==> config.mk <==
export PLATFORM = sky130hd
export DESIGN_NAME = spi_arbitro_bus
export DESIGN_NICKNAME = d
export VERILOG_FILES = /design/src/rtl/spi_arb_pkg.sv /design/src/rtl/spi_rr_pick.sv /design/src/rtl/spi_arbitro_bus.sv
export SDC_FILE = /design/constraint.sdc
export NUM_CORES = 1
export LEC_CHECK = 0
export CORE_AREA = 10 10 97 99
export DETAILED_ROUTE_END_ITERATION = 7
export DIE_AREA = 0 0 107 109
export PLACE_DENSITY = 0.86
export REMOVE_ABC_BUFFERS = 1
export SYNTH_ARGS = -nofsm -noshare
export SYNTH_HDL_FRONTEND = slang
export SYNTH_SLANG_ARGS = --single-unit
export TNS_END_PERCENT = 1
==> constraint.sdc <==
create_clock -name clk_i -period 1.89 [get_ports clk_i]
set_input_delay 0.567 -clock clk_i [delete_from_list [all_inputs] [get_ports clk_i]]
set_output_delay 0.567 -clock clk_i [all_outputs]
set_load 0.01 [all_outputs]
==> src/rtl/spi_arb_pkg.sv <==
// Shared types and constants for the SPI register-bank arbiter.
package spi_arb_pkg;

    typedef enum logic [1:0] {
        IDLE  = 2'd0,
        GRANT = 2'd1,
        DRAIN = 2'd2
    } arb_state_e;

    localparam int   DATA_W_DEF    = 32;
    localparam int   CTRL_SEND_BIT = 0;
    localparam logic REG_SEL_DATA  = 1'b1;
    localparam logic REG_SEL_CTRL  = 1'b0;

endpackage

==> src/rtl/spi_rr_pick.sv <==
// Combinational round-robin pick: first eligible request at or above ptr, wrapping.
module spi_rr_pick #(
    parameter int NUM_REQ = 2,
    parameter int PTR_W   = (NUM_REQ > 1) ? $clog2(NUM_REQ) : 1
) (
    input  logic [NUM_REQ-1:0] req,
    input  logic [NUM_REQ-1:0] mask,
    input  logic [PTR_W-1:0]   ptr,
    output logic [NUM_REQ-1:0] winner,
    output logic               valid
);

    logic [NUM_REQ-1:0] eligible;

    assign eligible = req & ~mask;

    always_comb begin
        int k;
        winner = '0;
        valid  = 1'b0;
        k      = 0;
        for (int i = 0; i < NUM_REQ; i++) begin
            k = int'(ptr) + i;
            if (k >= NUM_REQ) k = k - NUM_REQ;
            if (!valid && eligible[k]) begin
                winner[k] = 1'b1;
                valid     = 1'b1;
            end
        end
    end

endmodule

==> src/rtl/spi_arbitro_bus.sv <==
// Round-robin owner arbitration for the SPI register-bank port.
// Optional grant watchdog and revocation mask enabled by ARB_TIMEOUT_EN.
//
//  state | meaning
//  IDLE  | no owner; pick next requester from rr_ptr
//  GRANT | owner drives the bank port
//  DRAIN | owner released or revoked; wait for SPI transfer to finish, writes blocked
module spi_arbitro_bus
    import spi_arb_pkg::*;
#(
    parameter int NUM_REQ        = 2,
    parameter int DATA_W         = DATA_W_DEF,
    parameter int TIMEOUT_CYCLES = 1024
) (
    input  logic                      clk_i,
    input  logic                      reset_i,
    input  logic [NUM_REQ-1:0]        req_i,
    input  logic [NUM_REQ-1:0]        wr_i,
    input  logic [NUM_REQ-1:0]        reg_sel_i,
    input  logic [NUM_REQ*DATA_W-1:0] entrada_i,
    input  logic [NUM_REQ*DATA_W-1:0] addr_i,
    output logic [NUM_REQ-1:0]        gnt_o,
    output logic [DATA_W-1:0]         salida_o,
    output logic                      timeout_o,
    input  logic                      busy_i,
    output logic                      wr_o,
    output logic                      reg_sel_o,
    output logic [DATA_W-1:0]         entrada_o,
    output logic [DATA_W-1:0]         addr_o,
    input  logic [DATA_W-1:0]         salida_i
);

    localparam int PTR_W = (NUM_REQ > 1) ? $clog2(NUM_REQ) : 1;

    arb_state_e         state_q, state_d;
    logic [NUM_REQ-1:0] gnt_q, gnt_d;
    logic [PTR_W-1:0]   ptr_q, ptr_d;
    logic [NUM_REQ-1:0] mask_q;
    logic [NUM_REQ-1:0] winner;
    logic               win_valid;
    logic [PTR_W-1:0]   win_idx;
    logic               owner_req;
    logic               timeout_hit;

    spi_rr_pick #(
        .NUM_REQ (NUM_REQ),
        .PTR_W   (PTR_W)
    ) u_pick (
        .req    (req_i),
        .mask   (mask_q),
        .ptr    (ptr_q),
        .winner (winner),
        .valid  (win_valid)
    );

    always_comb begin
        win_idx = '0;
        for (int k = 0; k < NUM_REQ; k++) begin
            if (winner[k]) win_idx = PTR_W'(k);
        end
    end

    assign owner_req = |(req_i & gnt_q);

`ifdef ARB_TIMEOUT_EN
    localparam int CNT_W = (TIMEOUT_CYCLES > 1) ? $clog2(TIMEOUT_CYCLES) : 1;

    logic [CNT_W-1:0] cnt_q;

    assign timeout_hit = (state_q == GRANT) && (cnt_q == CNT_W'(TIMEOUT_CYCLES - 1));

    always_ff @(posedge clk_i or posedge reset_i) begin
        if (reset_i) begin
            cnt_q <= '0;
        end else if (state_q == GRANT) begin
            cnt_q <= cnt_q + 1'b1;
        end else begin
            cnt_q <= '0;
        end
    end

    // A revoked owner stays masked until its request goes low.
    always_ff @(posedge clk_i or posedge reset_i) begin
        if (reset_i) begin
            mask_q <= '0;
        end else begin
            mask_q <= (mask_q & req_i) | (timeout_hit ? gnt_q : '0);
        end
    end
`else
    assign timeout_hit = 1'b0;
    assign mask_q      = '0;
`endif

    assign timeout_o = timeout_hit;

    always_ff @(posedge clk_i or posedge reset_i) begin
        if (reset_i) begin
            state_q <= IDLE;
            gnt_q   <= '0;
            ptr_q   <= '0;
        end else begin
            state_q <= state_d;
            gnt_q   <= gnt_d;
            ptr_q   <= ptr_d;
        end
    end

    always_comb begin
        state_d = state_q;
        gnt_d   = gnt_q;
        ptr_d   = ptr_q;
        case (state_q)
            IDLE: begin
                if (win_valid) begin
                    gnt_d   = winner;
                    ptr_d   = (win_idx == PTR_W'(NUM_REQ - 1)) ? '0 : win_idx + 1'b1;
                    state_d = GRANT;
                end
            end
            GRANT: begin
                // Watchdog wins over a request dropped in the same cycle.
                if (timeout_hit) begin
                    state_d = DRAIN;
                end else if (!owner_req) begin
                    if (busy_i) begin
                        state_d = DRAIN;
                    end else begin
                        gnt_d   = '0;
                        state_d = IDLE;
                    end
                end
            end
            DRAIN: begin
                if (!busy_i) begin
                    gnt_d   = '0;
                    state_d = IDLE;
                end
            end
            default: begin
                gnt_d   = '0;
                state_d = IDLE;
            end
        endcase
    end

    assign gnt_o    = gnt_q;
    assign salida_o = salida_i;

    always_comb begin
        wr_o      = 1'b0;
        reg_sel_o = REG_SEL_CTRL;
        entrada_o = '0;
        addr_o    = '0;
        for (int k = 0; k < NUM_REQ; k++) begin
            if (gnt_q[k]) begin
                wr_o      = wr_i[k] & (state_q != DRAIN);
                reg_sel_o = reg_sel_i[k];
                entrada_o = entrada_i[k*DATA_W +: DATA_W];
                addr_o    = addr_i[k*DATA_W +: DATA_W];
            end
        end
    end

endmodule

# Word level (Yosys, flattened, before mapping)
# Index checks and enable logic that the tools add are counted.
totals:
  register_bits: 5
classes:
  reduce_logical: 9
  muxes: 35
  order_cmp: 6
  n_eq_ne: 6
  add_sub_neg: 4
  bitwise_logic: 4
op_table:
  columns: ["op", "count"]
  rows:
  - ["$mux W32", 6]
  - ["$ge A32 B1 Y1 const B", 2]
  - ["$lt A32 B3 Y1 const B", 2]
  - ["$ge A32 B3 Y1 const B", 1]
  - ["$sub A32 B3 Y32 const B", 1]
  - ["$mux W2", 9]
  - ["$mux W1", 16]
  - ["$pmux W2 S3", 2]
  - ["$ne A2 B2 Y1 const B", 3]
  - ["$reduce_and A2 Y1", 2]
  - ["$logic_and A1 B1 Y1", 3]
  - ["$reduce_and A3 Y1", 1]
  - ["$sub A1 B2 Y3 const B", 1]
  - ["$add A1 B1 Y2 const B", 1]
  - ["$and A1 B1 Y1", 2]
  - ["$and A2 B2 Y2", 1]
  - ["$demux W1 S1", 2]
  - ["$eq A2 B1 Y1 const B", 1]
  - ["$eq A2 B2 Y1 const B", 1]
  - ["$ge A1 B2 Y1 const B", 1]
  - ["$logic_not A2 Y1", 1]
  - ["$ne A2 B1 Y1 const B", 1]
  - ["$or A2 B2 Y2", 1]
  - ["$reduce_or A2 Y1", 1]
  - ["2 further kinds", 2]

# Logic depth before layout (Yosys ltp)
logic_depth:
  depth_word: 12
  depth_mapped: 5
  mapped_depth_nobuf: 5

# Modules after synthesis
# Synthesis repeated with hierarchy kept, for this count alone.
unflattened:
  hier_cells: 158
  hier_area_um2: 1297.5
by_module_without_submodules:
  columns: ["module", "n_inst", "cells_per_inst", "area_each_um2"]
  rows:
  - ["spi_arbitro_bus", 1, 152, 1256.2]
  - ["spi_rr_pick", 1, 6, 41.3]

# Least setup slack after synthesis
# Ideal clock, no wire load.
synth_path:
  path_type: "register to output"
  from: "register gnt_q[1] (netlist: gnt_o[1])"
  to: "output port addr_o[0]"
  arrival_ps: 1238
  path_slack_ps: 85
  path_stages_with_launch: 6
  path_cell_list: "dfrtp_1 buf_6 nor2b_1 buf_2 buf_2 a22o_1"
synth_between:
  elab_chain_cells: 1
synth_rtl:
  columns: ["element", "line", "text"]
  rows:
  - ["start: declaration", "spi_arbitro_bus.sv:36", "logic [NUM_REQ-1:0] gnt_q, gnt_d;"]
  - ["start signal: assignment", "spi_arbitro_bus.sv:104", "gnt_q <= gnt_d;"]
  - ["$mux W32", "spi_arbitro_bus.sv:156", "if (gnt_q[k]) begin"]
  - ["end: declaration", "spi_arbitro_bus.sv:29", "output logic [DATA_W-1:0] addr_o,"]
# No other way between the ends.

# Worst setup path in the final report
layout_path:
  from: "register gnt_q[1] (netlist: gnt_o[1])"
  to: "output port addr_o[4]"
# Same word-level chain as after synthesis.

==> impl_results.md <==
- Status: finished with violations
- Violations in the final reports: setup timing
- Routed Wire Length: 10400 um
- Pleak: 1.47 nW
- IO Pins: 270
- Clk_skew: 0.00213 ns
- Clk slew on worst S/H paths: 0.04 ns
- Post-synthesis instance area: 1240 um2
- Hold_buf cts: 0
- GRT overflow: 0
- First-pass GRT wire length: about 13000 um
- Pin count of the biggest net entering global routing: 40
- Gr usage total: 0.146
- Height of the die: 109 um
- Number of routed nets with antenna violations: 0
- Pwr Density: 950 nW/um2
- Core ar.: 7530 um2
- WL/cell: 24.1 um
- Worst EP required: about 1.3 ns
- Initial antenna violation count: 0
- Post-synthesis cell count: between 150 and 200
- Maxcap violations: 0
- Leading area contributor after synthesis: a22o_1
- Die Width: 107 um
- Clk_lat worst skew: 0.23 ns
- Vias in the first global route: 2062
- Worst Setup Path Type: reg2out
- Synth Warn #: 0
- Area grow syn2layout: 153%
- Via count: 2008
- Cts bufs inserted: 3
- GR Util met1: 0.126
- Max incr delay on CP: 0.44 ns
- Met3 usage: 0.127
- Placed cell area: between 3000 and 4000 um2
- Layout cells sized above 1: 0.277
- Arrival time worst endpoint: 1.44 ns
- Area contributors post-synth: a22o_1 (46%), buf_4 (20%), dfrtp_1 (10%), buf_2 (3.2%), ha_1 (3.0%)
- CTS sink count: 5
- Min Tclk post-route: 2.00 ns
- Clk root buf: clkbuf_8
- Final WS setup: -0.113 ns
- Fmax: roughly 500 MHz
- Dominant synthesized flop cell: dfrtp_1
- Seq/Total Area, Yosys: 0.101
- Die area: 11700 um2
- GR Layer Usage met2: 0.252
- Crit Path Max Fanout: 16
- GPL Wtd Cong: 0.799
- Post-synth EDFFs: 0
- Finished Cell Area: 3140 um2
- Pre-CTS setup slack: -0.417 ns
- Most used routing layer: met2
- Yosys cell types: 27
- Initial DRC count: 92
- Post-DP HPWL: 8480 um
- Slowest-stage cell, CP: dfrtp_2
- DRC viols: 0
- Drt first pass iters: 4
- Final net count: between 500 and 600
- Maximum clock insertion buffer count: 2
- Worst Hold Class: reg2reg
- Avg Cell Area, Syn: 8.17 um2
- Fill cells: 780
- Via density: 4.66
- Worst IR Drop VDD: 0.600 mV
- Ant diodes: 0
- Slew Limit Fails: 0
- Site Rows: 32
- Yosys top cell area share: 0.458
- H-tree levels: 1
- Tcrit/Tclk final: 1.06
- Setup Viol. Count Final: 66
- CP Cell Sequence: nor2b_4 > buf_12 > clkbuf_16 > a22o_1 > buf_6
- Final hold vios: 0
- Ys async rst share: 1.00
- Critical Path Start Type: flip-flop
- Initial Util: 0.165
- Worst setup EP type: output port
- CTS tree: built
- Register bit total from synthesis: 5
- RSZ-0062 raised after global routing: true
- # port buffers: 204
[worst max-delay path, delay by kind of cell (launching register included)]
| family | cells | cell delay [ns] |
|---|---|---|
| flops | 1 | 0.44 |
| simple gates | 1 | 0.17 |
| buf+inv | 3 | 0.43 |
| compound gates | 1 | 0.15 |
[cell families (layout without fill, tap and decap cells)]
kind of cell | count (synthesis) | after routing | synth area share
simple gates | 13 | 13 | 0.0504
fa+ha+maj | 3 | 3 | 0.0302
compound gates | 77 | 77 | 0.542
flops | 5 | 5 | 0.101
other cells | 1 | 1 | 0.00302
buf+inv | 53 | 230 | 0.274
[flip-flops by register name, indices dropped and copies added, names as in the netlist]
| name | flops |
|---|---|
| gnt_o | 2 |
| ptr_q | 1 |
| state_q | 2 |
[synthesized netlist by cell type (2+ instances only)]
cell      number
a32o_1         2
a22o_1        65
ha_1           3
nand2_1        5
clkbuf_1       5
a21oi_1        2
dfrtp_1        5
nor2_1         3
buf_4         33
inv_1          5
buf_2          8
[power breakdown]
group	internal, mW	switching (mW)	total [mW]
clock	0.146	0.0666	0.213
combinational	1.40	1.17	2.57
sequential	0.157	0.0418	0.199
[per-layer routing]
metal / up-vias / wire length (um) / share of wire
li1: 915 / - / -
met1: 946 / 3170 / 0.31
met2: 137 / 5270 / 0.51
met3: 8 / 1760 / 0.17
met4: 2 / 74 / 0.0071
met5: - / 90 / 0.0087
[area by class of cell]
| cell class | count | area [um2] | area share |
|---|---|---|---|
| clock buffer | 4 | 45.0 | 0.0144 |
| inverter | 5 | 18.8 | 0.00598 |
| multi-input combinational | 94 | 796 | 0.254 |
| sequential | 5 | 126 | 0.0403 |
| tap | 102 | 128 | 0.0407 |
| timing repair buffer | 221 | 2020 | 0.645 |
[layout by cell type, fill, tap and decap left out, types with 2 or more instances in the layout]
cell type        instances
a21oi_1                  2
a22o_1                  65
a32o_1                   2
buf_12                   3
buf_2                   58
buf_4                    6
buf_6                   10
clkbuf_16                4
clkbuf_8                 3
clkdlybuf4s50_1        129
dfrtp_1                  4
dlygate4sd2_1            8
ha_1                     3
inv_1                    5
nand2_1                  5
nor2_1                   3
[what timing repair did]
item | 4_1_cts | 5_1_grt
gates resized for setup | 263 | 27
setup buffers | 0 | 2
pin swaps | 25 | 16
endpoints found under the setup margin | 67 | 68
gates cloned | 0 | 5
[worst paths after layout]
check                           depth (start not counted)         end  slack [ns]        from
worst max-delay path                                    5   addr_o[4]       -0.11    gnt_o[1]
worst min-delay path                                    1       ptr_q        0.51       ptr_q
worst max register to register                          6  state_q[1]        0.19  state_q[1]
worst min register to register                          1       ptr_q        0.51       ptr_q
max in group asynchronous                               2    gnt_o[1]        1.13     reset_i
min in group asynchronous                               2    gnt_o[0]        0.55     reset_i
[per-stage QoR]
stage | utilization | hold WS, ns | std cells | TNS [ns] | power, mW
after floorplan | - | 0.346 | 104 | -163.53 | 1.31
after global routing | 0.417 | 0.529 | 431 | -7.67 | 3.19
final | 0.417 | 0.508 | 431 | -4.70 | 2.98
after global placement | 0.425 | 0.478 | 420 | -24.94 | 2.77
after detailed placement | 0.425 | 0.498 | 420 | -25.66 | 2.83
after CTS | 0.401 | 0.503 | 424 | -2.19 | 2.73
(Power assumes the default switching activity.)
